==> src/rtl/sumador_restador_display_mux.sv <==
// Registered WIDTH-bit adder/subtractor with a scanned common-anode hex display.
// Operands are captured on Cargar; the result and flags land one cycle later with a Valido pulse.
module sumador_restador_display_mux #(
  parameter int WIDTH       = 8,
  parameter int REFRESH_DIV = 50000
) (
  input  logic                   clk,
  input  logic                   rst_n,
  input  logic [WIDTH-1:0]       X,
  input  logic [WIDTH-1:0]       Y,
  input  logic                   Modo,
  input  logic                   Cargar,
  input  logic                   Borrar,
  output logic [WIDTH-1:0]       Resultado,
  output logic                   Acarreo,
  output logic                   Negativo,
  output logic                   Valido,
  output logic [WIDTH/4-1:0]     Anodos,
  output logic [6:0]             Segmentos
);

  localparam int DIGITS = WIDTH / 4;
  localparam int PW     = $clog2(REFRESH_DIV + 1);
  localparam int IW     = (DIGITS > 1) ? $clog2(DIGITS) : 1;

  typedef enum logic [1:0] {
    REPOSO  = 2'd0,
    CALCULO = 2'd1,
    MOSTRAR = 2'd2
  } estado_t;

  estado_t estado, estado_sig;

  logic [WIDTH-1:0] op_x, op_y, mag;
  logic             op_modo;
  logic             visible;
  logic             captura, commit;
  logic [WIDTH:0]   suma, resta;
  logic [WIDTH-1:0] inversa;
  logic [PW-1:0]    presc;
  logic [IW-1:0]    idx;
  logic [3:0]       nibble;

  // State register
  always_ff @(posedge clk or negedge rst_n) begin
    if (!rst_n) estado <= REPOSO;
    else        estado <= estado_sig;
  end

  // Next-state logic; Borrar wins over Cargar in every state
  always_comb begin
    estado_sig = estado;
    case (estado)
      REPOSO:  if (Borrar) estado_sig = REPOSO;
               else if (Cargar) estado_sig = CALCULO;
      CALCULO: estado_sig = Borrar ? REPOSO : MOSTRAR;
      MOSTRAR: if (Borrar) estado_sig = REPOSO;
               else if (Cargar) estado_sig = CALCULO;
      default: estado_sig = REPOSO;
    endcase
  end

  // State-derived controls
  always_comb begin
    captura = 1'b0;
    commit  = 1'b0;
    case (estado)
      REPOSO, MOSTRAR: captura = Cargar & ~Borrar;
      CALCULO:         commit  = ~Borrar;
      default: begin
        captura = 1'b0;
        commit  = 1'b0;
      end
    endcase
  end

  // Both paths are zero-extended, so bit WIDTH is carry-out for add and borrow (X<Y) for sub
  assign suma    = {1'b0, op_x} + {1'b0, op_y};
  assign resta   = {1'b0, op_x} - {1'b0, op_y};
  assign inversa = op_y - op_x;

  always_ff @(posedge clk or negedge rst_n) begin
    if (!rst_n) begin
      op_x      <= '0;
      op_y      <= '0;
      op_modo   <= 1'b0;
      Resultado <= '0;
      Acarreo   <= 1'b0;
      Negativo  <= 1'b0;
      Valido    <= 1'b0;
      mag       <= '0;
      visible   <= 1'b0;
    end else begin
      Valido <= 1'b0;
      if (Borrar) begin
        // An abandoned calculation leaves the last committed result untouched
        if (estado != CALCULO) begin
          Resultado <= '0;
          Acarreo   <= 1'b0;
          Negativo  <= 1'b0;
        end
        mag     <= '0;
        visible <= 1'b0;
      end else if (captura) begin
        op_x    <= X;
        op_y    <= Y;
        op_modo <= Modo;
      end else if (commit) begin
        Valido  <= 1'b1;
        visible <= 1'b1;
        if (op_modo) begin
          Resultado <= resta[WIDTH-1:0];
          Acarreo   <= 1'b0;
          Negativo  <= resta[WIDTH];
          mag       <= resta[WIDTH] ? inversa : resta[WIDTH-1:0];
        end else begin
          Resultado <= suma[WIDTH-1:0];
          Acarreo   <= suma[WIDTH];
          Negativo  <= 1'b0;
          mag       <= suma[WIDTH-1:0];
        end
      end
    end
  end

  // Free-running digit scan, independent of the FSM
  always_ff @(posedge clk or negedge rst_n) begin
    if (!rst_n) begin
      presc <= '0;
      idx   <= '0;
    end else if (presc == PW'(REFRESH_DIV - 1)) begin
      presc <= '0;
      idx   <= (idx == IW'(DIGITS - 1)) ? '0 : idx + 1'b1;
    end else begin
      presc <= presc + 1'b1;
    end
  end

  always_comb begin
    nibble = 4'h0;
    for (int i = 0; i < DIGITS; i++) begin
      if (idx == IW'(i)) nibble = mag[4*i +: 4];
    end
  end

  function automatic logic [6:0] hex7(input logic [3:0] n);
    case (n)
      4'h0: hex7 = 7'h40;
      4'h1: hex7 = 7'h79;
      4'h2: hex7 = 7'h24;
      4'h3: hex7 = 7'h30;
      4'h4: hex7 = 7'h19;
      4'h5: hex7 = 7'h12;
      4'h6: hex7 = 7'h02;
      4'h7: hex7 = 7'h78;
      4'h8: hex7 = 7'h00;
      4'h9: hex7 = 7'h10;
      4'hA: hex7 = 7'h08;
      4'hB: hex7 = 7'h03;
      4'hC: hex7 = 7'h46;
      4'hD: hex7 = 7'h21;
      4'hE: hex7 = 7'h06;
      default: hex7 = 7'h0E;
    endcase
  endfunction

  // Blank until a result has been committed; Borrar blanks on the same edge it takes effect
  always_ff @(posedge clk or negedge rst_n) begin
    if (!rst_n) begin
      Anodos    <= '1;
      Segmentos <= 7'h7F;
    end else if (Borrar || !visible) begin
      Anodos    <= '1;
      Segmentos <= 7'h7F;
    end else begin
      Anodos    <= ~(DIGITS'(1) << idx);
      Segmentos <= hex7(nibble);
    end
  end

endmodule

==> config.mk <==
export PLATFORM = sky130hd
export DESIGN_NAME = sumador_restador_display_mux
export DESIGN_NICKNAME = d
export VERILOG_FILES = /design/src/rtl/sumador_restador_display_mux.sv
export SDC_FILE = /design/constraint.sdc
export NUM_CORES = 1
export LEC_CHECK = 0
export BUFFER_PORTS_ARGS = -buffer_cell sky130_fd_sc_hd__buf_2
export CAP_MARGIN = 20
export CORE_UTILIZATION = 54
export CTS_CLUSTER_DIAMETER = 30
export DETAILED_ROUTE_END_ITERATION = 7
export GPL_TIMING_DRIVEN = 0
export HOLD_SLACK_MARGIN = 0.1
export PLACE_DENSITY = 0.77
export SETUP_SLACK_MARGIN = 0.4
export SYNTH_ARGS = -nofsm -noshare
export SYNTH_HDL_FRONTEND = slang
export SYNTH_SLANG_ARGS = --single-unit
==> constraint.sdc <==
create_clock -name clk -period 2.4 [get_ports clk]
set_input_delay 0.24 -clock clk [delete_from_list [all_inputs] [get_ports clk]]
set_output_delay 0.24 -clock clk [all_outputs]
set_load 0.01 [all_outputs]
==> results by group <==
Routing
  • Antenna Nets Post-Route: 0
  • Pre-antenna DRT Iters: 5
  • Via/cell ratio: 5.76
  • DR iter-0 viols: 220
  • Vias: 3,640
  • Residual DRC count: 0
  • Average routed wire per standard cell: 16.7 microns
  • Total wire length: 10,600 microns

Logic synthesis
  • Unique cell type count in the Yosys netlist: 57
  • Ys flop type: dfrtp_1
  • Largest cells by area after synthesis: dfrtp_1 34%, ha_1 10%, dfstp_2 5.8%
  • Seq cells post-synth: 65
  • Seq/Total Area, Yosys: 40.0%
  • Cell taking the most area after synthesis: dfrtp_1
  • Yosys warning total: 0
  • Synth Instances: between 400 and 500
  • Syn Nets: 490
  • Yosys top cell area share: ~34%
  • Post-synth EDFFs: 0
  • Post-Syn Area: 0.00409 sq mm
  • Async SR Flop Fraction: 100%
  • Syn avg cell area: 9.45 sq um

Timing
  • Fin. max-slew vios: 0
  • RSZ-0062 raised after global routing: true
  • PnR worst setup slack: -0.0435 ns
  • Skew final: 0.00694 ns
  • Hold Vio Cnt, Final: 0
  • Post-route clock period utilization: 102%
  • Slew HR: 56.8%
  • Fmax: 409 MHz
  • Min cycle time layout: 2.44 ns
  • Count of final setup violators: 4
  • Worst-Margin Slew: between 0.6 and 0.7 ns

Finish
  • Final std cells w/o fill: 632
  • P&R area growth vs syn: 33.5%
  • Final nets: approximately 590
  • Fin area: 0.00546 sq mm
  • ANT cells: 0
  • Fillers: 524
  • Share of post-route cells with drive strength above 1: 32.1%

Critical path
  • R2R cell count: 12
  • Worst path arrival time: 2.70 ns
  • Max incr delay on CP: 0.39 ns
  • CP cell instances: inv_2 -> ha_4 -> inv_2 -> fa_2 -> a211oi_4 -> nor3_4 -> o22ai_4 -> buf_12 -> buf_12 -> mux2i_4 -> o21a_1 -> o41ai_2
  • Critical Path Sink: mag[4]
  • Critical Path Fanout Max: 6
  • Reg2reg start: op_x[0]
  • Reg-to-reg endpoint: mag[4]
  • Crit path required time: approximately 2.7 ns
  • Top Family by Delay on Critical Path: compound AO/OA/AOI/OAI gates
  • Critical Path End Type: register
  • R2R Setup Slk: -0.04 ns
  • Slowest CP cell: dfrtp_1
  • Crit path buffers/inverters: 4
  • Crit path depth: 12
  • Crit. Startpoint: op_x[0]
  • CP Class: register to register
  • Crit start category: register

Global routing
  • Initial antenna violation count: 0
  • First-pass GRT wire length: between 15,000 and 20,000 microns
  • Largest net degree at the start of global routing: 25
  • Vias in the first global route: 3,522
  • Global route overflow: 0
  • Total track usage: about 28%

Job
  • Max-cap violation count: 0

Die
  • Die span in x: between 80 and 90 microns
  • CORE AREA: 0.00729 sq mm
  • Die Ht: 89.0 microns
  • FP Rows: 31
  • DIE AREA: ~0.008 sq mm
  • Starting density of the core: 56.1%
  • Top Ports: 41

Clocking
  • Clock Latency Late Sink: 0.36 ns
  • Clock buffer depth: 2
  • H-tree depth: 3
  • Num CTS Buffers: 9
  • Root buf cell: clkbuf_8
  • Clock sinks: 65
  • Clock transition at the registers of the reported paths: 0.07 ns
  • Clock tree from TritonCTS: done

Power
  • Leak Pwr: 0.00247 uW
  • PwrDens: 844 mW/mm^2
  • Maximum vdd ir drop: 0.455 mV

Placed design
  • Routability cong.: 0.889
  • Dpl cells: 574
  • Dpl hpwl: 7080 microns
  • PortBufs: 40
  • Area after DPL: approximately 0.0045 sq mm

Outcome
  • Failing checks: setup timing
  • Status: complete, but fails checks

Min path
  • Worst Hold Class: input port to register
synth_stat cells, drive strengths merged (11+ instances only):
library cell,count
nand3,11
inv,27
nand2,53
ha,33
clkbuf,12
mux2i,16
nor2,29
nor3,13
xor2,13
a21oi,17
dfrtp,56
o21ai,22
state kept, by name (all words and copies together) (netlist names):
| name | cells |
|---|---|
| presc | 16 |
| Resultado | 8 |
| mag | 8 |
| op_x | 8 |
| op_y | 8 |
| Segmentos | 7 |
| Anodos | 2 |
| estado | 2 |
| Acarreo | 1 |
| Negativo | 1 |
| Valido | 1 |
| idx | 1 |
| op_modo | 1 |
| visible | 1 |
layer usage:
metal  wire length [microns]  vias to the layer above  share of wire, %  track usage, %
met5                       0                        -                 0               0
met1                    4290                     1756                41            33.4
met4                     301                        0               2.8            11.5
li1                        -                     1715                 -               -
met3                     436                       38               4.1            6.00
met2                    5560                      131                52            49.4
worst min-delay path, delay by kind of cell:
kind                   cells  cell delay [ns]
buffers and inverters      1             0.08
AOI/OAI and AO/OA          1             0.06
and+or+nand+nor            1             0.04
cells by family after synthesis:
family	Yosys count	synth area share [%]
and+or+nand+nor	142	16.5
adders and majority gates	36	11.6
muxes	22	5.57
DFF	65	40.0
buffers and inverters	49	4.74
AOI/OAI and AO/OA	96	16.7
xor gates and xnor gates	23	4.92
how the worst min path moves through the flow:
stage          start  depth (start not counted)  endpoint  slack, ns
6_report        X[4]                          3   op_x[4]       0.10
5_1_grt         X[4]                          3   op_x[4]       0.10
4_1_cts         X[4]                          3   op_x[4]       0.10
3_5_place_dp   rst_n                          1  presc[5]       0.20
3_3_place_gp    Y[2]                          3   op_y[2]       0.44
2_1_floorplan  rst_n                          0   Acarreo      -0.06
placed cells by master, fill, tap and decap left out, types with 10 or more instances in the layout:
cell	netlist	final
a21oi_1	17	13
buf_2	5	43
buf_4	1	21
clkbuf_1	12	10
clkbuf_8	0	10
dfrtp_1	56	54
dlygate4sd3_1	0	12
ha_1	33	22
ha_4	0	10
inv_1	27	18
nand2_1	53	53
nand3_1	11	11
nor2_1	29	28
o21ai_0	22	20
xnor2_1	10	10
xor2_1	13	13
metrics by stage:
| step | worst slack (ns) | setup TNS [ns] | power, uW | hold WS, ns | utilization (%) |
|---|---|---|---|---|---|
| after global placement | -0.164 | -0.776 | 2910 | 0.439 | 60.9 |
| final | -0.0435 | -0.123 | 4610 | 0.104 | 74.9 |
| after global routing | -0.138 | -0.717 | 4870 | 0.100 | 74.9 |
| after floorplan | 0.120 | 0 | 2530 | -0.0556 | - |
| after detailed placement | -0.209 | -0.916 | 2970 | 0.196 | 61.5 |
| after CTS | 0.00986 | 0 | 4290 | 0.100 | 71.0 |
final cells by class:
| cell class | count | area (sq um) | area share, % |
|---|---|---|---|
| Buffer | 22 | 128 | 2.34 |
| Sequential cell | 65 | 1640 | 30.0 |
| Clock buffer | 12 | 145 | 2.66 |
| Multi-Input combinational cell | 319 | 2630 | 48.1 |
| Clock inverter | 4 | 45.0 | 0.825 |
| Timing Repair Buffer | 84 | 648 | 11.9 |
| Inverter | 27 | 104 | 1.90 |
| Tap cell | 99 | 124 | 2.27 |
report_power, final:
| group | internal [uW] | switching [uW] |
|---|---|---|
| clock network | 503 | 422 |
| registers | 1280 | 123 |
| logic | 1080 | 1200 |
timing repair:
item	4_1_cts	5_1_grt
pin swaps	23	20
setup buffers	17	13
gates resized for setup	58	40
hold buffers	12	0
hold endpoints to repair	20	0
setup endpoints to repair	21	22
Note: power is estimated with default switching activity, not from simulation.
